`config.mk`:
```
export PLATFORM = sky130hd
export DESIGN_NAME = tdc_launch_sequencer
export DESIGN_NICKNAME = d
export VERILOG_FILES = /design/src/rtl/tdc_pkg.sv /design/src/rtl/tdc_cycle_timer.sv /design/src/rtl/tdc_launch_sequencer.sv
export SDC_FILE = /design/constraint.sdc
export NUM_CORES = 1
export LEC_CHECK = 0
export BUFFER_PORTS_ARGS = -buffer_cell sky130_fd_sc_hd__buf_4
export CORE_ASPECT_RATIO = 1.75
export CORE_MARGIN = 4
export CORE_UTILIZATION = 55
export CTS_CLUSTER_SIZE = 8
export DETAILED_ROUTE_END_ITERATION = 16
export PLACE_DENSITY = 0.87
export RECOVER_POWER = 25
export SYNTH_ARGS = -nofsm -noshare
export SYNTH_HDL_FRONTEND = slang
export SYNTH_SLANG_ARGS = --single-unit
```
`constraint.sdc`:
```
create_clock -name clk -period 2.8 [get_ports clk]
set_input_delay 0.7 -clock clk [delete_from_list [all_inputs] [get_ports clk]]
set_output_delay 0.7 -clock clk [all_outputs]
set_load 0.01 [all_outputs]
```
`src/rtl/tdc_pkg.sv`:
```
// Shared types and constants for the TDC launch sequencer.
// Latency: n/a (package only).
// Backpressure: n/a (package only).
// Contents: fine-code width, chain tap count, sequencer state enum,
// res_data field offsets and a small constant helper for sizing counters.
package tdc_pkg;

  localparam int FINE_W = 5;
  localparam int TAPS   = 32;

  typedef enum logic [2:0] {
    S_IDLE,
    S_LAUNCH,
    S_WAIT_VALID,
    S_HOLD,
    S_SETTLE
  } state_t;

  // res_data layout, LSB first: fine, delay, idx, err (MSB).
  localparam int FINE_LSB = 0;
  localparam int DLY_LSB  = FINE_LSB + FINE_W;

  function automatic int idx_lsb(input int dly_w);
    return DLY_LSB + dly_w;
  endfunction

  function automatic int err_bit(input int cnt_w, input int dly_w);
    return idx_lsb(dly_w) + cnt_w;
  endfunction

  function automatic int max3(input int a, input int b, input int c);
    int m;
    m = (a > b) ? a : b;
    return (m > c) ? m : c;
  endfunction

endpackage

```
`src/rtl/tdc_cycle_timer.sv`:
```
// Loadable down-counter with zero flag; stops at zero.
// Latency: load takes effect on the next clk edge; zero is decoded from the count register.
// Backpressure: none; counts every cycle unless reloaded.
// Ports: clk, rst (sync, active-high), load/load_val (reload), zero (count == 0).
module tdc_cycle_timer #(
  parameter int W = 4
) (
  input  logic         clk,
  input  logic         rst,
  input  logic         load,
  input  logic [W-1:0] load_val,
  output logic         zero
);

  logic [W-1:0] cnt;

  always_ff @(posedge clk) begin
    if (rst) begin
      cnt <= '0;
    end else if (load) begin
      cnt <= load_val;
    end else if (cnt != '0) begin
      cnt <= cnt - W'(1);
    end
  end

  assign zero = (cnt == '0);

endmodule

```
`src/rtl/tdc_launch_sequencer.sv`:
```
// Launch/sample sequencer for the carry-chain TDC fine stage; emits {err, idx, delay, fine} per measurement.
// Latency: sample strobe D cycles after launch rises; result valid 2 cycles after sample when fine_valid returns next cycle.
// Backpressure: result held stable with launch low until res_ready; burst resumes SETTLE_CYCLES after the handshake.
// Ports: start/abort/meas_count/delay_init/sweep (control), launch_o/sample_o (to fine stage),
// fine_count/fine_valid (from fine stage), res_data/res_valid/res_ready (result stream), busy/done/err_sticky (status).
module tdc_launch_sequencer
  import tdc_pkg::*;
#(
  parameter int CNT_W         = 8,
  parameter int DLY_W         = 4,
  parameter int SETTLE_CYCLES = 4,
  parameter int TIMEOUT       = 8
) (
  input  logic                      clk,
  input  logic                      rst,
  input  logic                      start,
  input  logic                      abort,
  input  logic [CNT_W-1:0]          meas_count,
  input  logic [DLY_W-1:0]          delay_init,
  input  logic                      sweep,
  output logic                      launch_o,
  output logic                      sample_o,
  input  logic [FINE_W-1:0]         fine_count,
  input  logic                      fine_valid,
  output logic [CNT_W+DLY_W+FINE_W:0] res_data,
  output logic                      res_valid,
  input  logic                      res_ready,
  output logic                      busy,
  output logic                      done,
  output logic                      err_sticky
);

  // One timer serves sample delay, timeout and settle, so it must hold the largest of the three.
  localparam int TMR_W = max3(DLY_W, $clog2(TIMEOUT + 1), $clog2(SETTLE_CYCLES + 1));

  state_t           state;
  logic [CNT_W-1:0] cnt_q;
  logic [CNT_W-1:0] idx_q;
  logic [DLY_W-1:0] delay_q;
  logic             sweep_q;

  logic             start_ok;
  logic [DLY_W-1:0] dly_start;
  logic             tmr_load;
  logic [TMR_W-1:0] tmr_val;
  logic             tmr_zero;

  assign start_ok  = start && (meas_count != '0) && !abort;
  // A zero delay would put the sample strobe on the launch cycle itself; clamp to one.
  assign dly_start = (delay_init == '0) ? DLY_W'(1) : delay_init;

  // Timer reloads happen on the same edge as the matching state transition.
  // Loading N-1 makes zero assert in the Nth cycle of the new state.
  always_comb begin
    tmr_load = 1'b0;
    tmr_val  = '0;
    case (state)
      S_IDLE: begin
        if (start_ok) begin
          tmr_load = 1'b1;
          tmr_val  = TMR_W'(dly_start) - TMR_W'(1);
        end
      end
      S_LAUNCH: begin
        if (tmr_zero) begin
          tmr_load = 1'b1;
          tmr_val  = TMR_W'(TIMEOUT - 1);
        end
      end
      S_HOLD: begin
        if (res_ready) begin
          tmr_load = 1'b1;
          tmr_val  = TMR_W'(SETTLE_CYCLES - 1);
        end
      end
      S_SETTLE: begin
        if (tmr_zero) begin
          tmr_load = 1'b1;
          tmr_val  = TMR_W'(delay_q) - TMR_W'(1);
        end
      end
      default: begin
        tmr_load = 1'b0;
      end
    endcase
  end

  tdc_cycle_timer #(
    .W(TMR_W)
  ) u_timer (
    .clk      (clk),
    .rst      (rst),
    .load     (tmr_load),
    .load_val (tmr_val),
    .zero     (tmr_zero)
  );

  always_ff @(posedge clk) begin
    if (rst) begin
      state      <= S_IDLE;
      cnt_q      <= '0;
      idx_q      <= '0;
      delay_q    <= '0;
      sweep_q    <= 1'b0;
      launch_o   <= 1'b0;
      sample_o   <= 1'b0;
      res_data   <= '0;
      res_valid  <= 1'b0;
      busy       <= 1'b0;
      done       <= 1'b0;
      err_sticky <= 1'b0;
    end else begin
      done <= 1'b0;
      if (abort) begin
        // Abort drops everything in flight, including an unaccepted result.
        state     <= S_IDLE;
        launch_o  <= 1'b0;
        sample_o  <= 1'b0;
        res_valid <= 1'b0;
        res_data  <= '0;
        busy      <= 1'b0;
      end else begin
        case (state)
          S_IDLE: begin
            if (start_ok) begin
              cnt_q      <= meas_count;
              delay_q    <= dly_start;
              sweep_q    <= sweep;
              idx_q      <= '0;
              err_sticky <= 1'b0;
              launch_o   <= 1'b1;
              busy       <= 1'b1;
              state      <= S_LAUNCH;
            end
          end
          S_LAUNCH: begin
            if (tmr_zero) begin
              sample_o <= 1'b1;
              state    <= S_WAIT_VALID;
            end
          end
          S_WAIT_VALID: begin
            sample_o <= 1'b0;
            if (fine_valid) begin
              res_data  <= {1'b0, idx_q, delay_q, fine_count};
              res_valid <= 1'b1;
              launch_o  <= 1'b0;
              state     <= S_HOLD;
            end else if (tmr_zero) begin
              res_data   <= {1'b1, idx_q, delay_q, {FINE_W{1'b0}}};
              res_valid  <= 1'b1;
              launch_o   <= 1'b0;
              err_sticky <= 1'b1;
              state      <= S_HOLD;
            end
          end
          S_HOLD: begin
            if (res_ready) begin
              res_valid <= 1'b0;
              idx_q     <= idx_q + CNT_W'(1);
              if (sweep_q && (delay_q != '1)) begin
                delay_q <= delay_q + DLY_W'(1);
              end
              state <= S_SETTLE;
            end
          end
          S_SETTLE: begin
            if (tmr_zero) begin
              if (idx_q == cnt_q) begin
                done  <= 1'b1;
                busy  <= 1'b0;
                state <= S_IDLE;
              end else begin
                launch_o <= 1'b1;
                state    <= S_LAUNCH;
              end
            end
          end
          default: begin
            state <= S_IDLE;
          end
        endcase
      end
    end
  end

endmodule

```
### After elaboration in Yosys (flattened, before gate mapping)

Index checks and enable logic that the tools add are counted.

| cells by class | value |
|---|---|
| multiplexer cells | 47 |
| bitwise logic cells | 3 |
| reduce and logical (&&, ||, !) cells | 30 |
| $add $sub $neg | 5 |
| equal/unequal tests | 16 |

Operators with widths:

| kind | count |
|---|---|
| $mux W18 | 2 |
| $mux W4 | 8 |
| $mux W3 | 7 |
| $reduce_and A5 Y1 | 4 |
| $ne A2 B2 Y1 const B | 9 |
| $mux W1 | 17 |
| $mux W8 | 2 |
| $pmux W4 S4 | 1 |
| $pmux W8 S2 | 1 |
| $pmux W3 S5 | 1 |
| $reduce_bool A2 Y1 | 7 |
| $sub A4 B1 Y4 const B | 3 |
| $add A8 B1 Y8 const B | 1 |
| $eq A8 B8 Y1 | 1 |
| $logic_not A4 Y1 | 2 |
| $pmux W1 S2 | 4 |
| $pmux W4 S2 | 1 |
| $reduce_and A4 Y1 | 2 |
| $reduce_bool A8 Y1 | 1 |
| $eq A3 B2 Y1 const B | 2 |
| $pmux W1 S3 | 2 |
| $reduce_and A3 Y1 | 2 |
| $add A4 B1 Y4 const B | 1 |
| $ne A4 B4 Y1 const B | 1 |
| other kinds (13) | 19 |

| storage, ports and cells | value |
|---|---|
| output and inout port bits | 24 |
| register bits | 52 |

### Logic depth before layout (Yosys ltp)

| depth | value |
|---|---|
| word-level depth | 6 |
| mapped depth | 8 |

### Modules after synthesis

Synthesis repeated with hierarchy kept, for this count alone.

| unflattened totals | value |
|---|---|
| cells, all modules | 314 |
| area, all modules | 2,682.6 µm² |

By module, submodules not included:

| module | cells each | area each (µm²) | sequential area each (µm²) | times used |
|---|---|---|---|---|
| tdc_launch_sequencer | 290 | 2,453.6 | 960.9 | 1 |
| tdc_cycle_timer | 24 | 229.0 | 80.1 | 1 |

### Least setup slack after synthesis

Ideal clock, no wire load.

| path | value |
|---|---|
| path type | in2reg |
| start | in meas_count[4] |
| end | reg u_timer.cnt[2] |
| buffers on the path | 0 |
| library setup time | 0.079 ns |
| cell stages on the path | 5 |
| setup slack | 0.628 ns |
| required time | 2.721 ns |
| data arrival time | 2.093 ns |
| cells stage by stage | or4_4 -> o211a_4 -> a311oi_4 -> a221oi_2 -> a211oi_2 |

| on the way | value |
|---|---|
| word-level cells in the longest chain between the ends | 6 |

RTL lines:

| what | RTL line | source |
|---|---|---|
| start, declared | tdc_launch_sequencer.sv:18 | `input logic [CNT_W-1:0] meas_count,` |
| $reduce_bool A8 Y1 * | tdc_launch_sequencer.sv:48 | `assign start_ok = start && (meas_count != '0) && !abort;` |
| $logic_and A1 B1 Y1 * (2 in series) | tdc_launch_sequencer.sv:48 |  |
| $mux W4 / $mux W1 (equally long branches) | tdc_launch_sequencer.sv:59 | `if (start_ok) begin` |
| $pmux W4 S4 / $pmux W1 S3 (equally long branches) | tdc_launch_sequencer.sv:57 | `case (state)` |
| $mux W4 / $reduce_bool A2 Y1 (equally long branches) | - |  |
| end signal, assigned | tdc_cycle_timer.sv:21 | `cnt <= load_val;` |
| end signal, assigned | tdc_cycle_timer.sv:23 | `cnt <= cnt - W'(1);` |
| end, declared | tdc_cycle_timer.sv:15 | `logic [W-1:0] cnt;` |

Every way passes the cells marked *; elsewhere a longest branch is shown, timed or not.
A chain may end at the register's enable or synchronous reset.

### Worst setup path after layout

| path | value |
|---|---|
| start | reg u_timer.cnt[0] |
| end | reg u_timer.cnt[1] |

| on the way | value |
|---|---|
| word-level cells in the longest chain between the ends | 4 |

RTL lines:

| what |
|---|
| parallel branches: the longest is 4 deep, another holds $sub A4 B1 Y4 |

Parallel ways; which one is timed is not known. The select of a mux whose other input is x is not followed.

==> flow_summary_export.csv <==
group,metric,value,unit
status,outcome,"finished, final reports clean",
logic_synthesis,synth_top_flop_cell,"dfxtp_1",
critical_path,worst_setup_path_endpoint,"u_timer.cnt[1]",
clocking,tritoncts,"yes",
place,io_buffer_count,47,
cells_and_area,post_route_cells_drive_above_1_share,16.14,%
critical_path,worstPathCellList,"inv_1 -> ha_1 -> nor3b_1 -> buf_4 -> nand3_1 -> nor2_1 -> nor2_1 -> a31oi_1",
run,timing.max_cap.violations,0,
detailed_routing,route.detailed.drc,0,
critical_path,rrSetupSlack,520,ps
power_and_ir_drop,netSwitchingFraction,32.67,%
global_routing,grt_first_pass_wirelength,10700,µm
die,initial_utilization,57.71,%
critical_path,crit_path_top_delay_cell,"nor3b_1",
detailed_routing,dr.first_iter.drc_count,46,
logic_synthesis,synth_area_leaders,"dfxtp_1, nor2_1, a21oi_1, mux2i_1, xor2_1",
clocking,cts_hold_buf,0,
clocking,clkSlewWorstSetupHoldPaths,100,ps
critical_path,timing.rr.start,"u_timer.cnt[0]",
place,placement.setup.worst_slack,370.5,ps
cells_and_area,nets_final,376,
power_and_ir_drop,power_frac_seq,47.4,%
critical_path,worst-path-stages,8,
critical_path,worst_path_largest_cell_delay,660,ps
worst_hold_path,hold_class,"reg -> reg",
global_routing,antenna_found_initial,0,
detailed_routing,vias_per_cell,5.882,
critical_path,r2r_end,"u_timer.cnt[1]",
logic_synthesis,synthesis.instances,303,
logic_synthesis,async_reset_ff_share,0,%
die,die_width,59.62,µm
sta,max_clock_freq,438.3,MHz
logic_synthesis,synth_cell_type_count,45,
detailed_routing,post_drt_wl_per_cell,15.79,µm
logic_synthesis,ys_warn_count,0,
clocking,cts.sinks,52,
clocking,ctsRootBufferMaster,"clkbuf_8",
sta,worst_clock_skew,6.774,ps
sta,fin_setup_tns,0,ps
logic_synthesis,synth.cells.most_frequent,"dfxtp_1, nor2_1, a21oi_1",
power_and_ir_drop,powerDensity,579.0,nW/µm²
place,dp_hpwl,4673,µm
die,die-area,5863,µm²
detailed_routing,ant_nets,0,
logic_synthesis,synth-seq-area-share,40.59,%
sta,hold_viol,0,
critical_path,ff2ff_path_depth,8,
logic_synthesis,synth_area_per_cell,8.465,µm²
worst_hold_path,whs_path_depth,2,
die,floorplan.rows,32,
die,design.portCount,48,
critical_path,crit_start,"u_timer.cnt[0]",
cells_and_area,multiInputGateArea,1433,µm²
critical_path,worst_setup_path_end_kind,"flop",
sta,final.period_utilization,81.48,%
sta,slew_headroom,48.77,%
place,gp_congestion,0.8608,
critical_path,critical_path.top_delay_family,"simple AND/OR/NAND/NOR gates",
logic_synthesis,synth-seq-cells,52,
sta,post-route-worst-setup-slack,518.6,ps
clocking,clk_path_buf_depth,2,
clocking,post-cts-setup-buffer-count,0,
critical_path,timing.critical_path.arrival,2530,ps
die,core-area,4444,µm²
critical_path,crit_path_frequent_cell,"nor2_1",
cells_and_area,area_growth,16.44,%
critical_path,start_kind,"flop",
global_routing,globalRouteOverflowTotal,0,
critical_path,crit_path_max_fanout,7,
detailed_routing,drt-total-wl,6285,µm
global_routing,first_global_vias,2411,
power_and_ir_drop,max-vdd-ir-drop,0.4037,mV
detailed_routing,vias,2341,
clocking,clock_insertion_delay_worst_skew,310,ps
clocking,cts-resized-gates,0,
clocking,htree_num_levels,2,
sta,unrepaired_setup_endpoints_after_global_routing,"no",
cells_and_area,n_antenna_cell,0,
sta,timing_max_transition_violations_final,0,
logic_synthesis,synthDominantAreaCellType,"dfxtp_1",
sta,finalWorstPathRequiredPeriod,2281,ps
logic_synthesis,netlist_area,2565,µm²
cells_and_area,seqCellArea,1041,µm²
sta,finalSetupViolations,0,
logic_synthesis,synth_nets,333,
power_and_ir_drop,p_comb_share,26.3,%
power_and_ir_drop,power_report.internal_total,1.164,mW
global_routing,grt_util_all_layers,23.34,%
die,dieHeight,98.34,µm
logic_synthesis,leading_cell_type_by_number_of_instances_after_synthesis,"dfxtp_1",
global_routing,pin_count_of_the_biggest_net_entering_global_routing,24,
critical_path,timing.critical_path.required,3040,ps
power_and_ir_drop,p_sw,564.9,µW
power_and_ir_drop,power.static_leakage,1.229,nW
logic_synthesis,synth_top_cell_area_share,40.59,%
clocking,cts_inserted_buffers,5,
cells_and_area,num-fill-cells,370,
sta,timing_worst_slew_pin_value,766.8,ps
logic_synthesis,synth-edff-count,0,
critical_path,critPathBufInv,2,
power_and_ir_drop,clock_power_share,26.4,%
critical_path,critPathKind,"reg -> reg",
detailed_routing,first_pass_iters,4,
==> cells by family (layout without fill, tap and decap cells) <==
family          after synthesis  count (layout)  share of synthesized area [%]
compound gates               79              79                          21.27
xor+xnor                     19              19                          6.488
fa+ha+maj                     6               6                          2.927
flops                        52              52                          40.59
simple gates                112             112                          20.73
mux                          11              11                          4.293
buf+inv                      24              68                          3.708
==> layer usage <==
layer	wire length [µm]	global-route usage, %	part of all wire (%)	up-vias
met3	227	3.968	3.6	30
met2	3483	41.79	55	66
met5	0	0	0	-
li1	-	-	-	1160
met4	372	15.53	5.9	0
met1	2201	23.14	35	1085
==> sequential cells by signal, summed over array words and instances (netlist names), 3 cells and up <==
register,count
state,3
delay_q,4
u_timer.cnt,4
res_data,18
cnt_q,8
idx_q,8
==> stage by stage <==
step / hold WS (ps) / utilization, % / total power, mW / area [µm²] / std cells
finish: 463.9 / 67.20 / 1.729 / 2987 / 398
floorplan: 436.7 / - / 1.136 / 2565 / 303
detailed placement: 454.5 / 66.64 / 1.287 / 2962 / 390
CTS: 468.9 / 68.81 / 1.734 / 3058 / 398
global route: 488.8 / 67.20 / 1.819 / 2987 / 398
global placement: 445.5 / 66.64 / 1.277 / 2962 / 390
==> worst min path at each step <==
stage / start / endpoint
2_1_floorplan: sweep_q / sweep_q
4_1_cts: res_valid / res_valid
6_report: res_valid / res_valid
5_1_grt: res_valid / res_valid
3_5_place_dp: res_valid / res_valid
3_3_place_gp: res_valid / res_valid
==> power groups by stage <==
stage	Combinational (mW)	Clock, mW	Sequential, mW
floorplan	0.314	0	0.822
global placement	0.442	0	0.835
detailed placement	0.452	0	0.835
CTS	0.455	0.460	0.818
global route	0.505	0.489	0.825
finish	0.454	0.456	0.819
==> placed cells by master, fill, tap and decap left out, types with 6 or more instances in the layout <==
| cell | instances |
|---|---|
| a21oi_1 | 30 |
| nand2_1 | 27 |
| a22oi_1 | 6 |
| xnor2_1 | 7 |
| nor2_1 | 43 |
| buf_4 | 34 |
| nor3_1 | 9 |
| clkbuf_1 | 19 |
| xor2_1 | 12 |
| inv_1 | 7 |
| ha_1 | 6 |
| mux2i_1 | 11 |
| dfxtp_1 | 52 |
| o21ai_0 | 13 |
==> worst reg2reg max path, stage by stage (launching register included) <==
cell     delay, ps
dfxtp_1        350
inv_1           90
ha_1           200
nor3b_1        660
buf_4          270
nand3_1        210
nor2_1         200
nor2_1          80
a31oi_1        150
==> cell type report <==
class | count | area share [%]
clock inverter | 3 | 0.9217
multi-input combinational | 227 | 47.97
clock buffer | 5 | 2.304
tap | 51 | 2.137
inverter | 7 | 0.8798
sequential | 52 | 34.86
timing repair buffer | 53 | 10.93
(Power assumes the default switching activity.)
